===== src/rtl/anspwm_pkg.sv =====
// rtl/anspwm_pkg.sv - shared types and default widths for the setpoint ramp path
package anspwm_pkg;

  localparam int DEFAULT_WIDTH  = 32;
  localparam int DEFAULT_STEP_W = 16;

  typedef enum logic [1:0] {
    IDLE      = 2'd0,
    RAMP_UP   = 2'd1,
    RAMP_DOWN = 2'd2,
    SETTLE    = 2'd3
  } ramp_state_e;

endpackage


===== src/rtl/settle_timer.sv =====
// rtl/settle_timer.sv - counts HOLD_TICKS ticks after start drops
module settle_timer #(
  parameter int HOLD_TICKS = 4
) (
  input  logic clk,
  input  logic rst_n,
  input  logic start,
  input  logic tick,
  output logic expired
);

  localparam int CW = (HOLD_TICKS < 2) ? 1 : $clog2(HOLD_TICKS + 1);

  logic [CW-1:0] count;

  // start is held while the owner is outside SETTLE, so the count is reloaded until the hold begins
  always_ff @(posedge clk or negedge rst_n) begin
    if (!rst_n) begin
      count <= '0;
    end else if (start) begin
      count <= CW'(HOLD_TICKS);
    end else if (tick && count != '0) begin
      count <= count - CW'(1);
    end
  end

  // Asserted on the edge that samples the last tick, or immediately when no hold is needed
  assign expired = (count == '0) || (tick && count == CW'(1));

endmodule


===== src/rtl/target_ramp.sv =====
// rtl/target_ramp.sv - slews the DSP setpoint toward a requested goal in clamped per-tick steps
module target_ramp
  import anspwm_pkg::*;
#(
  parameter int               WIDTH        = DEFAULT_WIDTH,
  parameter int               STEP_W       = DEFAULT_STEP_W,
  parameter int               HOLD_TICKS   = 4,
  parameter logic [WIDTH-1:0] RESET_TARGET = '0
) (
  input  logic              clk,
  input  logic              rst_n,
  input  logic              tick,
  input  logic              req_valid,
  input  logic [WIDTH-1:0]  req_target,
  input  logic [STEP_W-1:0] req_step,
  output logic              req_ready,
  input  logic              abort,
  output logic [WIDTH-1:0]  target,
  output logic              busy,
  output logic              done
);

  ramp_state_e       state;
  logic [WIDTH-1:0]  goal;
  logic [STEP_W-1:0] step;
  logic [WIDTH-1:0]  step_ext;
  logic [WIDTH-1:0]  up_gap;
  logic [WIDTH-1:0]  down_gap;
  logic              settle_start;
  logic              settle_done;

  assign step_ext     = WIDTH'(step);
  assign up_gap       = goal - target;
  assign down_gap     = target - goal;
  assign req_ready    = (state == IDLE);
  assign settle_start = (state != SETTLE);

  settle_timer #(
    .HOLD_TICKS(HOLD_TICKS)
  ) u_settle (
    .clk     (clk),
    .rst_n   (rst_n),
    .start   (settle_start),
    .tick    (tick),
    .expired (settle_done)
  );

  always_ff @(posedge clk or negedge rst_n) begin
    if (!rst_n) begin
      state  <= IDLE;
      target <= RESET_TARGET;
      goal   <= RESET_TARGET;
      step   <= STEP_W'(1);
      busy   <= 1'b0;
      done   <= 1'b0;
    end else begin
      done <= 1'b0;
      case (state)
        IDLE: begin
          if (req_valid) begin
            goal <= req_target;
            step <= (req_step == '0) ? STEP_W'(1) : req_step;
            if (req_target > target) begin
              state <= RAMP_UP;
              busy  <= 1'b1;
            end else if (req_target < target) begin
              state <= RAMP_DOWN;
              busy  <= 1'b1;
            end else begin
              done <= 1'b1;
            end
          end
        end
        RAMP_UP: begin
          if (abort) begin
            state <= IDLE;
            busy  <= 1'b0;
          end else if (tick) begin
            // Gap compare before the add keeps the sum below goal, so it cannot wrap
            if (up_gap <= step_ext) begin
              target <= goal;
              state  <= SETTLE;
            end else begin
              target <= target + step_ext;
            end
          end
        end
        RAMP_DOWN: begin
          if (abort) begin
            state <= IDLE;
            busy  <= 1'b0;
          end else if (tick) begin
            if (down_gap <= step_ext) begin
              target <= goal;
              state  <= SETTLE;
            end else begin
              target <= target - step_ext;
            end
          end
        end
        SETTLE: begin
          if (abort) begin
            state <= IDLE;
            busy  <= 1'b0;
          end else if (settle_done) begin
            state <= IDLE;
            busy  <= 1'b0;
            done  <= 1'b1;
          end
        end
        default: begin
          state <= IDLE;
          busy  <= 1'b0;
        end
      endcase
    end
  end

endmodule


===== config.mk =====
export PLATFORM = sky130hd
export DESIGN_NAME = target_ramp
export DESIGN_NICKNAME = d
export VERILOG_FILES = /design/src/rtl/anspwm_pkg.sv /design/src/rtl/settle_timer.sv /design/src/rtl/target_ramp.sv
export SDC_FILE = /design/constraint.sdc
export NUM_CORES = 1
export LEC_CHECK = 0
export ABC_AREA = 1
export CAP_MARGIN = 20
export CELL_PAD_IN_SITES_DETAIL_PLACEMENT = 0
export CELL_PAD_IN_SITES_GLOBAL_PLACEMENT = 1
export CORE_ASPECT_RATIO = 0.75
export CORE_MARGIN = 5
export CORE_UTILIZATION = 46
export DETAILED_ROUTE_END_ITERATION = 7
export PLACE_DENSITY_LB_ADDON = 0.1
export SYNTH_ARGS = -nofsm -noshare
export SYNTH_HDL_FRONTEND = slang
export SYNTH_SLANG_ARGS = --single-unit
export TNS_END_PERCENT = 5

===== constraint.sdc =====
create_clock -name clk -period 7.9 [get_ports clk]
set_input_delay 1.185 -clock clk [delete_from_list [all_inputs] [get_ports clk]]
set_output_delay 1.185 -clock clk [all_outputs]
set_load 0.03 [all_outputs]

==> impl_metrics.xml <==
<?xml version="1.0" encoding="UTF-8"?>
<metrics>
  <group name="setup_path">
    <metric name="critical_path.reg2reg.endpoint" unit="">target[17]</metric>
    <metric name="critPathMaxFanout" unit="">24</metric>
    <metric name="setup.reg_to_reg.worst_slack" unit="ps">2610</metric>
    <metric name="reg2reg_from" unit="">target[6]</metric>
    <metric name="cp.required" unit="ps">8200</metric>
    <metric name="setup.worst_path.start_class" unit="">flip-flop</metric>
    <metric name="timing.setup.critical_path_class" unit="">reg2reg</metric>
    <metric name="cp-end-kind" unit="">flip-flop</metric>
    <metric name="r2r.worst_path.cells" unit="">24</metric>
    <metric name="cp_data_arrival_time" unit="ps">5600</metric>
  </group>
  <group name="routing">
    <metric name="dr_total_vias" unit="">15126</metric>
    <metric name="post-route-drc-count" unit="">0</metric>
    <metric name="topmost_layer_with_routed_signal_wires" unit="">met4</metric>
    <metric name="drt_wl_total" unit="um">53900</metric>
    <metric name="routed-wl-met3" unit="um">5120</metric>
    <metric name="drt_iter0_markers" unit="">1663</metric>
    <metric name="postRouteAntennaNets" unit="">0</metric>
    <metric name="via_per_inst" unit="">5.39</metric>
    <metric name="wire_per_inst" unit="um">19.2</metric>
    <metric name="dr.pass1.iters" unit="">6</metric>
    <metric name="detailed_routed_wire_length_on_met2" unit="um">22000</metric>
    <metric name="wirelength_met1" unit="um">25600</metric>
  </group>
  <group name="grt">
    <metric name="grt_overflow" unit="">0</metric>
    <metric name="antenna_violations_before_repair" unit="">0</metric>
    <metric name="grt_start_max_net_pins" unit="">95</metric>
    <metric name="gr-usage-all-layers" unit="%">31.2</metric>
    <metric name="grt_pass1_wl" unit="um">81700</metric>
    <metric name="first_global_vias" unit="">14087</metric>
  </group>
  <group name="cts">
    <metric name="number_of_h_tree_branching_levels" unit="">3</metric>
    <metric name="cts_tree" unit="">built</metric>
    <metric name="quantity_of_gates_resized_following_cts" unit="">0</metric>
    <metric name="clk_path_buf_depth" unit="">2</metric>
    <metric name="post-cts-setup-buffer-count" unit="">0</metric>
    <metric name="cts_hold_buf" unit="">0</metric>
    <metric name="clock_latency" unit="ps">370</metric>
    <metric name="cts_buffers" unit="">9</metric>
    <metric name="clkTransAtPathRegs" unit="ps">80</metric>
    <metric name="clock_sink_count" unit="">87</metric>
    <metric name="clock-root-buffer" unit="">clkbuf_16</metric>
  </group>
  <group name="sta">
    <metric name="timing.final.max_slew_violations" unit="">0</metric>
    <metric name="final.setup.tns" unit="ps">0</metric>
    <metric name="total_of_endpoints_with_negative_setup_slack_in_the_final_report" unit="">0</metric>
    <metric name="final_min_period_over_clock_period" unit="%">67.0</metric>
    <metric name="clock-skew-final" unit="ps">15.6</metric>
    <metric name="fmax" unit="MHz">189</metric>
    <metric name="final_critical_path_setup_slack" unit="ps">2610</metric>
    <metric name="grt_setup_unrepaired" unit="">false</metric>
    <metric name="finalCriticalPeriod" unit="ps">5290</metric>
    <metric name="final-hold-violation-count" unit="">0</metric>
    <metric name="transition_time_at_the_pin_with_the_least_slew_margin" unit="ps">1210</metric>
    <metric name="relSlewSlack" unit="%">18.1</metric>
  </group>
  <group name="floorplanning">
    <metric name="core.rowCount" unit="">55</metric>
    <metric name="top_level_ports" unit="">88</metric>
    <metric name="die_h" unit="um">160</metric>
    <metric name="dieArea" unit="sq um">33600</metric>
    <metric name="floorplan.initialDensity" unit="%">46.2</metric>
    <metric name="core" unit="sq um">29900</metric>
    <metric name="floorplan_die_width" unit="um">210</metric>
  </group>
  <group name="finish">
    <metric name="fraction_of_final_layout_cells_sized_beyond_drive_strength_1" unit="%">3.58</metric>
    <metric name="area_growth" unit="%">9.64</metric>
    <metric name="seq_area" unit="sq um">2180</metric>
    <metric name="num_antenna_cells" unit="">0</metric>
    <metric name="nNetsFinal" unit="">2621</metric>
    <metric name="fill_cell_instance_count_of_the_final_layout" unit="">3167</metric>
    <metric name="area_of_combinational_cells_with_multiple_inputs" unit="sq um">9770</metric>
  </group>
  <group name="synth">
    <metric name="yosysWarningCount" unit="">0</metric>
    <metric name="syn-cell-area" unit="sq um">13800</metric>
    <metric name="yosysTopAreaCell" unit="">nand2_1</metric>
    <metric name="synthDominantCellAreaShare" unit="%">23.0</metric>
    <metric name="yosys.cell_count.top_type" unit="">nand2_1</metric>
    <metric name="ys_ff_latch" unit="">87</metric>
    <metric name="synthCells" unit="">2368</metric>
    <metric name="count_of_distinct_cell_types_in_the_synthesized_netlist" unit="">46</metric>
    <metric name="synth.area.top_cells" unit="">nand2_1 (23%), dfrtp_1 (16%), ha_1 (15%)</metric>
    <metric name="synth.cells.most_frequent" unit="">nand2_1 (846), inv_1 (387), nand3_1 (223)</metric>
    <metric name="synth-seq-area-share" unit="%">15.8</metric>
    <metric name="number_of_enable_flip_flop_cells_after_synthesis" unit="">0</metric>
    <metric name="asyncSetResetFlopFracSynth" unit="%">100</metric>
    <metric name="yosys_most_used_dff" unit="">dfrtp_1</metric>
    <metric name="syn_avg_cell_area" unit="sq um">5.83</metric>
    <metric name="mappedNetlistNets" unit="">2589</metric>
  </group>
  <group name="placed_design">
    <metric name="gp_congestion" unit="">1.00</metric>
    <metric name="dp_worst_setup_slack" unit="ps">2780</metric>
    <metric name="io_buffers" unit="">87</metric>
    <metric name="dp.final_hpwl" unit="um">44800</metric>
  </group>
  <group name="hold_path">
    <metric name="hold_path_sink" unit="">busy</metric>
    <metric name="hold_path_class" unit="">reg2reg</metric>
    <metric name="worstHoldStart" unit="">busy</metric>
    <metric name="holdPathStages" unit="">2</metric>
  </group>
  <group name="status">
    <metric name="run_status" unit="">completed</metric>
  </group>
  <group name="job">
    <metric name="cap_violations" unit="">0</metric>
  </group>
</metrics>
how the worst max path moves through the flow:
| stage | startpoint | to |
|---|---|---|
| after global routing | target[11] | target[4] |
| after floorplan | target[1] | target[19] |
| after CTS | goal[0] | target[17] |
| after global placement | goal[0] | target[11] |
| final | target[6] | target[17] |
| after detailed placement | goal[0] | target[17] |
kinds of logic (layout without fill, tap and decap cells):
group / Yosys count / after routing / synth area share [%]
AND/OR/NAND/NOR: 1327 / 1327 / 40.9
buffers and inverters: 465 / 502 / 13.5
AO/OA/AOI/OAI: 242 / 242 / 9.41
adder cells (fa/ha/maj): 168 / 168 / 15.4
flip-flops: 87 / 87 / 15.8
XOR/XNOR: 79 / 79 / 5.01
placed cells by master (no fill, tap or decap), types with 3 or more instances in the layout:
cell type,count
xnor2_1,10
fa_1,4
nand2_1,846
a21boi_0,3
nand3_2,4
nand4_1,35
and2_1,5
clkinv_4,3
inv_1,386
nor4_1,9
xor2_1,69
clkbuf_16,9
nand3_1,223
dfrtp_1,86
a21oi_1,102
nand2_2,17
o21a_1,3
o21bai_1,10
nor2_1,134
clkdlybuf4s50_1,86
nor2_2,21
o21ai_0,97
buf_4,6
nor2_4,8
clkinv_1,3
o21ai_1,11
a21o_1,5
ha_1,164
nor3_1,16
inv_2,5
state kept, by name, indices dropped and copies added (netlist names):
register        count
goal               32
target             32
step               16
u_settle.count      3
state               2
busy                1
done                1
cell type report:
type	count	share of cell area [%]
well taps	399	3.30
clock buffers	9	1.49
multi-input cells	1816	64.5
flip-flops and latches	87	14.4
clock inverters	7	0.537
repair buffers	92	5.98
inverters	394	9.77
through the flow:
step                util, %  area (sq um)  hold slack (ps)  std cells
floorplan                 -         13800              478       2368
global placement       49.7         14800              472       2788
detailed placement     49.7         14800              479       2788
CTS                    50.7         15100              497       2804
global route           50.7         15100              519       2804
finish                 50.7         15100              491       2804
worst max-delay path, stage by stage, from the launching register on:
cell and delay, ps:
dfrtp_1 560, inv_1 120, ha_1 510, nand2_1 220
nor2_1 300, nand2_1 160, inv_2 70, nand2_1 50
nand3_1 140, xor2_1 90, ha_1 280, nand2_1 70
nor4_1 460, nand3_1 120, nand2_1 200, nand2_1 80
nor2_1 110, nand3_1 160, nor2_4 680, nand2_4 370
nand2_1 170, nand3_1 70, nand2_1 90, nand2_1 50
nand2_1 80
metal layers:
metal	track usage [%]	up-vias
met4	7.17	0
li1	-	7471
met1	46.6	6976
met3	6.42	57
met5	0	-
met2	45.8	622
Power is not shown: default switching activity piles up to over one toggle a cycle in this logic, so the estimate is an artifact.
==> RTL edit 1, RTL diff (same settings) <==
Re-encode `ramp_state_e` (4 states) as Gray code, 2 bits wide.
--- a/src/rtl/anspwm_pkg.sv
+++ b/src/rtl/anspwm_pkg.sv
@@ -6,8 +6,8 @@
 
   typedef enum logic [1:0] {
-    IDLE      = 2'd0,
-    RAMP_UP   = 2'd1,
-    RAMP_DOWN = 2'd2,
-    SETTLE    = 2'd3
+    IDLE      = 2'b00,
+    RAMP_UP   = 2'b01,
+    RAMP_DOWN = 2'b11,
+    SETTLE    = 2'b10
   } ramp_state_e;
 
Behaviour: same outputs for any inputs over 4 cycles, from zero or initial values and one cycle with rst_n low; so few cycles prove little.
==> RTL edit 1 against the original RTL <==
Area after synthesis fell by 5.3%; worst setup slack got worse by 0.30 ns; sequential cell count did not move; cell area fell by 4.6%; sequential share of layout area rose by 0.70 points; routed wire length fell by 5.4%; largest cell class unchanged.
Power is not shown: default switching activity piles up to over one toggle a cycle in this logic, so the estimate is an artifact.
==> RTL edit 1: results <==
{
  "grt_pass1_vias": 13400,
  "final_weighted_congestion_of_routability_driven_global_placement": 0.978,
  "hold_slack_ns": 0.503,
  "critical_path.reg2reg.endpoint": "state[1]",
  "number_of_antenna_violations_at_the_first_check_in_global_routing": 1,
  "synth_xor_xnor_area_share": 0.0549,
  "rr_startpoint": "target[0]",
  "max_slew.worst_pin.slew_ns": 1.02,
  "first_pass_grt_wire_length_um": 78900,
  "hold_end": "u_settle.count[2]",
  "layout.buffer.nonclock.area_share": 0.0648,
  "worst_r2r_path_depth": 25,
  "wl_met1_um": 23900,
  "n_fill_cell": 3009,
  "multi_input_gate_share_of_the_layout_cell_area": 0.636,
  "detailedPlace.worstSlack_ns": 2.40,
  "grt.total_usage": 0.317,
  "syn-mean-instance-area_um2": 5.91,
  "routed-via-count": 14300,
  "nonClockBufferCount": 96,
  "grt.overflow.total": 0,
  "status": "finished, final reports clean",
  "grt_max_degree": 66,
  "cts_root_buf": "sky130_fd_sc_hd__clkbuf_16",
  "clkbuf_count": 11,
  "detailroute.wirelength.met3_um": 4600,
  "synth_cell_type_count": 39,
  "synth_sequential_area_ratio": 0.166,
  "synth_top_cells_by_count": "sky130_fd_sc_hd__nand2_1, sky130_fd_sc_hd__inv_1, sky130_fd_sc_hd__nand3_1",
  "worstPathMaxFanout": 33,
  "number_of_cells_after_detailed_placement": 2618,
  "synth_fa_ha_area_frac": 0.159,
  "worst_path_max_delay_cell": "sky130_fd_sc_hd__nor2_4",
  "fin_area_um2": 14400,
  "post_synthesis_net_count": 2430,
  "clock_path_buffers": 2,
  "post_cts.resized_instances": 0,
  "worst_path_largest_cell_delay_ns": 0.78,
  "final_net_count": 2461,
  "ys_warn_count": 0,
  "clock_tree_area_fraction": 0.0218,
  "hpwl_um": 41400,
  "layout-drive-gt1-share": 0.0320,
  "drt_first_iter_violations": 1635,
  "top_layer": "met4",
  "inv_count": 359,
  "worst-endpoint-arrival_ns": 5.86,
  "tap_cell_count": 385,
  "synth_ff_type": "sky130_fd_sc_hd__dfrtp_1",
  "post_synth_main_area_contributors": "sky130_fd_sc_hd__nand2_1, sky130_fd_sc_hd__dfrtp_1, sky130_fd_sc_hd__ha_1, sky130_fd_sc_hd__inv_1, sky130_fd_sc_hd__nand3_1",
  "synth_compound_gate_area_share": 0.0943,
  "source_of_the_worst_hold_timing_path": "u_settle.count[2]",
  "detail_route.vias_per_cell": 5.45,
  "reg2reg_slack_ns": 2.30,
  "met2_wirelength_um": 21400,
  "totalWireLength_um": 51000,
  "multiInputCombCellCount": 1691,
  "skew_ns": 0.0143,
  "holdPathStages": 2
}
RTL edit 1: changes by cell type in the layout (fill, tap and decap cells not counted), sizes merged, moves of 5 or more:
cell / before / now
o21ai: 108 / 91
xnor2: 10 / 4
and2: 5 / 0
xor2: 69 / 78
inv: 393 / 352
nor2: 164 / 145
nand2: 865 / 756
nand3: 227 / 248
RTL edit 1: worst max-delay path by stage:
stage | endpoint | slack [ns] | startpoint | cells past startpoint
final | state[1] | 2.30 | target[0] | 25
after global routing | state[1] | 1.88 | target[2] | 25
after CTS | state[1] | 2.39 | target[2] | 26
after detailed placement | state[1] | 2.40 | target[2] | 26
after global placement | state[1] | 2.36 | target[2] | 26
after floorplan | target[28] | 4.36 | target[1] | 25
RTL edit 1: layer usage:
layer,GRT usage,vias to the layer above
met2,0.488,653
met3,0.0626,57
met5,0,-
met4,0.0657,0
li1,-,7049
met1,0.463,6590
==> RTL edit 2, RTL diff (same settings) <==
Made on the original files. The package constant `DEFAULT_STEP_W` goes from 16 to 32.
--- a/src/rtl/anspwm_pkg.sv
+++ b/src/rtl/anspwm_pkg.sv
@@ -3,5 +3,5 @@
 
   localparam int DEFAULT_WIDTH  = 32;
-  localparam int DEFAULT_STEP_W = 16;
+  localparam int DEFAULT_STEP_W = 32;
 
   typedef enum logic [1:0] {
Ports: changed (resized req_step); port bits go from 88 to 104. The function was not compared with the original's and may differ.
==> RTL edit 2 against the original RTL <==
Worst setup slack better by 0.40 ns; sequential cell count up 16; cell area up 16%; highest routed layer unchanged; global-route usage up 2.4 points; fmax up 8.1%; area after synthesis up 17%; die area up 16%; critical path type unchanged; sequential share of layout area up 0.29 points; routed wire length up 25%.
Power is not shown: default switching activity piles up to over one toggle a cycle in this logic, so the estimate is an artifact.
==> RTL edit 2: results <==
{
  "use_met2": 0.511,
  "worst_path_largest_cell_delay_ns": 0.55,
  "grt_util_met3": 0.0728,
  "largest_registers_ranked_by_flip_flop_count": "goal: 32 flops, step: 32 flops, target: 32 flops",
  "grt_pass1_vias": 16100,
  "hpwl_um": 56700,
  "final_weighted_congestion_of_routability_driven_global_placement": 1.04,
  "clkSlewWorstSetupHoldPaths_ns": 0.09,
  "synth_fa_ha_area_frac": 0.180,
  "post_synthesis_net_count": 2961,
  "grt_max_degree": 80,
  "synth_ff_type": "sky130_fd_sc_hd__dfrtp_1",
  "cts_buffers": 9,
  "synth_compound_gate_area_share": 0.129,
  "synth_xor_xnor_area_share": 0.0500,
  "synthArstFlopShare": 1.00,
  "first_pass_detailed_route_iteration_total": 6,
  "synth_top_cells_by_count": "sky130_fd_sc_hd__nand2_1, sky130_fd_sc_hd__inv_1, sky130_fd_sc_hd__ha_1",
  "cts.repair_timing.setup_buffer_count": 0,
  "clock_path_buffers": 2,
  "drt_first_iter_violations": 2022,
  "layout-drive-gt1-share": 0.0327,
  "synth_mux_area_frac": 0,
  "synth_sequential_area_ratio": 0.160,
  "grt.total_usage": 0.336,
  "number_of_antenna_violations_at_the_first_check_in_global_routing": 0,
  "status": "finished, final reports clean",
  "ys_warn_count": 0,
  "timing.hold.worst.class": "reg -> reg",
  "cts-htree-levels": 3,
  "worst_path_max_delay_cell": "sky130_fd_sc_hd__dfrtp_1",
  "skew_ns": 0.0168,
  "synth_cell_type_count": 54,
  "first_pass_grt_wire_length_um": 98900,
  "worst-endpoint-arrival_ns": 5.19,
  "post_synth_main_area_contributors": "sky130_fd_sc_hd__nand2_1, sky130_fd_sc_hd__ha_1, sky130_fd_sc_hd__dfrtp_1, sky130_fd_sc_hd__inv_1, sky130_fd_sc_hd__nand3_1",
  "grt.met1_usage": 0.485,
  "totalWireLength_um": 67400,
  "clock_insertion_delay_at_the_later_pin_of_the_skew_report_ns": 0.40,
  "port_buffers": 103,
  "n_fill_cell": 3726,
  "post_cts.resized_instances": 0,
  "antenna-diode-count": 0,
  "cts_root_buf": "sky130_fd_sc_hd__clkbuf_16",
  "routed-via-count": 17600,
  "slew-limit-headroom": 0.313,
  "worstPathMaxFanout": 32
}
-- RTL edit 2: cell types whose count changed after synthesis, moves of 16 or more --
cell                      unedited run  this run
sky130_fd_sc_hd__o21ai_0            97       126
sky130_fd_sc_hd__dfrtp_1            86       102
sky130_fd_sc_hd__a21oi_1           102       168
sky130_fd_sc_hd__inv_1             387       421
sky130_fd_sc_hd__nor2_1            134       158
sky130_fd_sc_hd__ha_1              164       226
sky130_fd_sc_hd__nand2_1           846       891
sky130_fd_sc_hd__nand3_1           223       190
-- RTL edit 2: metrics by stage --
stage	cell area, um2	utilization	hold WS (ns)	std cells	worst slack (ns)
4_1_cts	17500	0.506	0.502	3150	3.06
2_1_floorplan	16100	-	0.469	2662	4.25
5_1_grt	17600	0.508	0.513	3152	2.67
3_5_place_dp	17200	0.497	0.484	3134	3.11
3_3_place_gp	17200	0.497	0.483	3134	3.05
6_report	17600	0.508	0.502	3152	3.00
-- RTL edit 2: worst paths after layout --
path / depth (start not counted) / startpoint / slack [ns] / endpoint
setup / recovery: 22 / target[3] / 3.00 / target[13]
hold reg to reg: 2 / step[0] / 0.50 / step[0]
min in group asynchronous: 1 / rst_n / 0.81 / step[29]
hold / removal: 2 / step[0] / 0.50 / step[0]
max in group asynchronous: 2 / rst_n / 5.72 / target[22]
setup reg to reg: 22 / target[3] / 3.00 / target[13]
-- RTL edit 2: cell families after synthesis --
logic type,count (synthesis)
fa+ha+maj,230
xor+xnor,92
simple gates,1338
flops,103
buf+inv,526
compound gates,373
-- RTL edit 2: area by class of cell --
type	instances	area [um2]	area share
clock buffer	9	225	0.0128
clock inverter	7	101	0.00577
inverter	433	1630	0.0925
multi-input combinational	2033	11400	0.647
sequential	103	2580	0.147
tap	457	572	0.0325
timing repair buffer	110	1110	0.0631
-- RTL edit 2: layer usage --
layer | vias to the layer above | routed length (um)
li1 | 8442 | -
met1 | 8141 | 30500
met2 | 882 | 28200
met3 | 88 | 6750
met4 | 0 | 1850
met5 | - | 0
-- RTL edit 2: worst max-delay path: cells and delay by family (launching register included) --
kind / cells / cell delay [ns]
AOI/OAI and AO/OA: 5 / 1.44
xor gates and xnor gates: 1 / 0.17
adders and majority gates: 2 / 0.71
buffers and inverters: 2 / 0.20
DFF: 1 / 0.55
and+or+nand+nor: 12 / 1.69
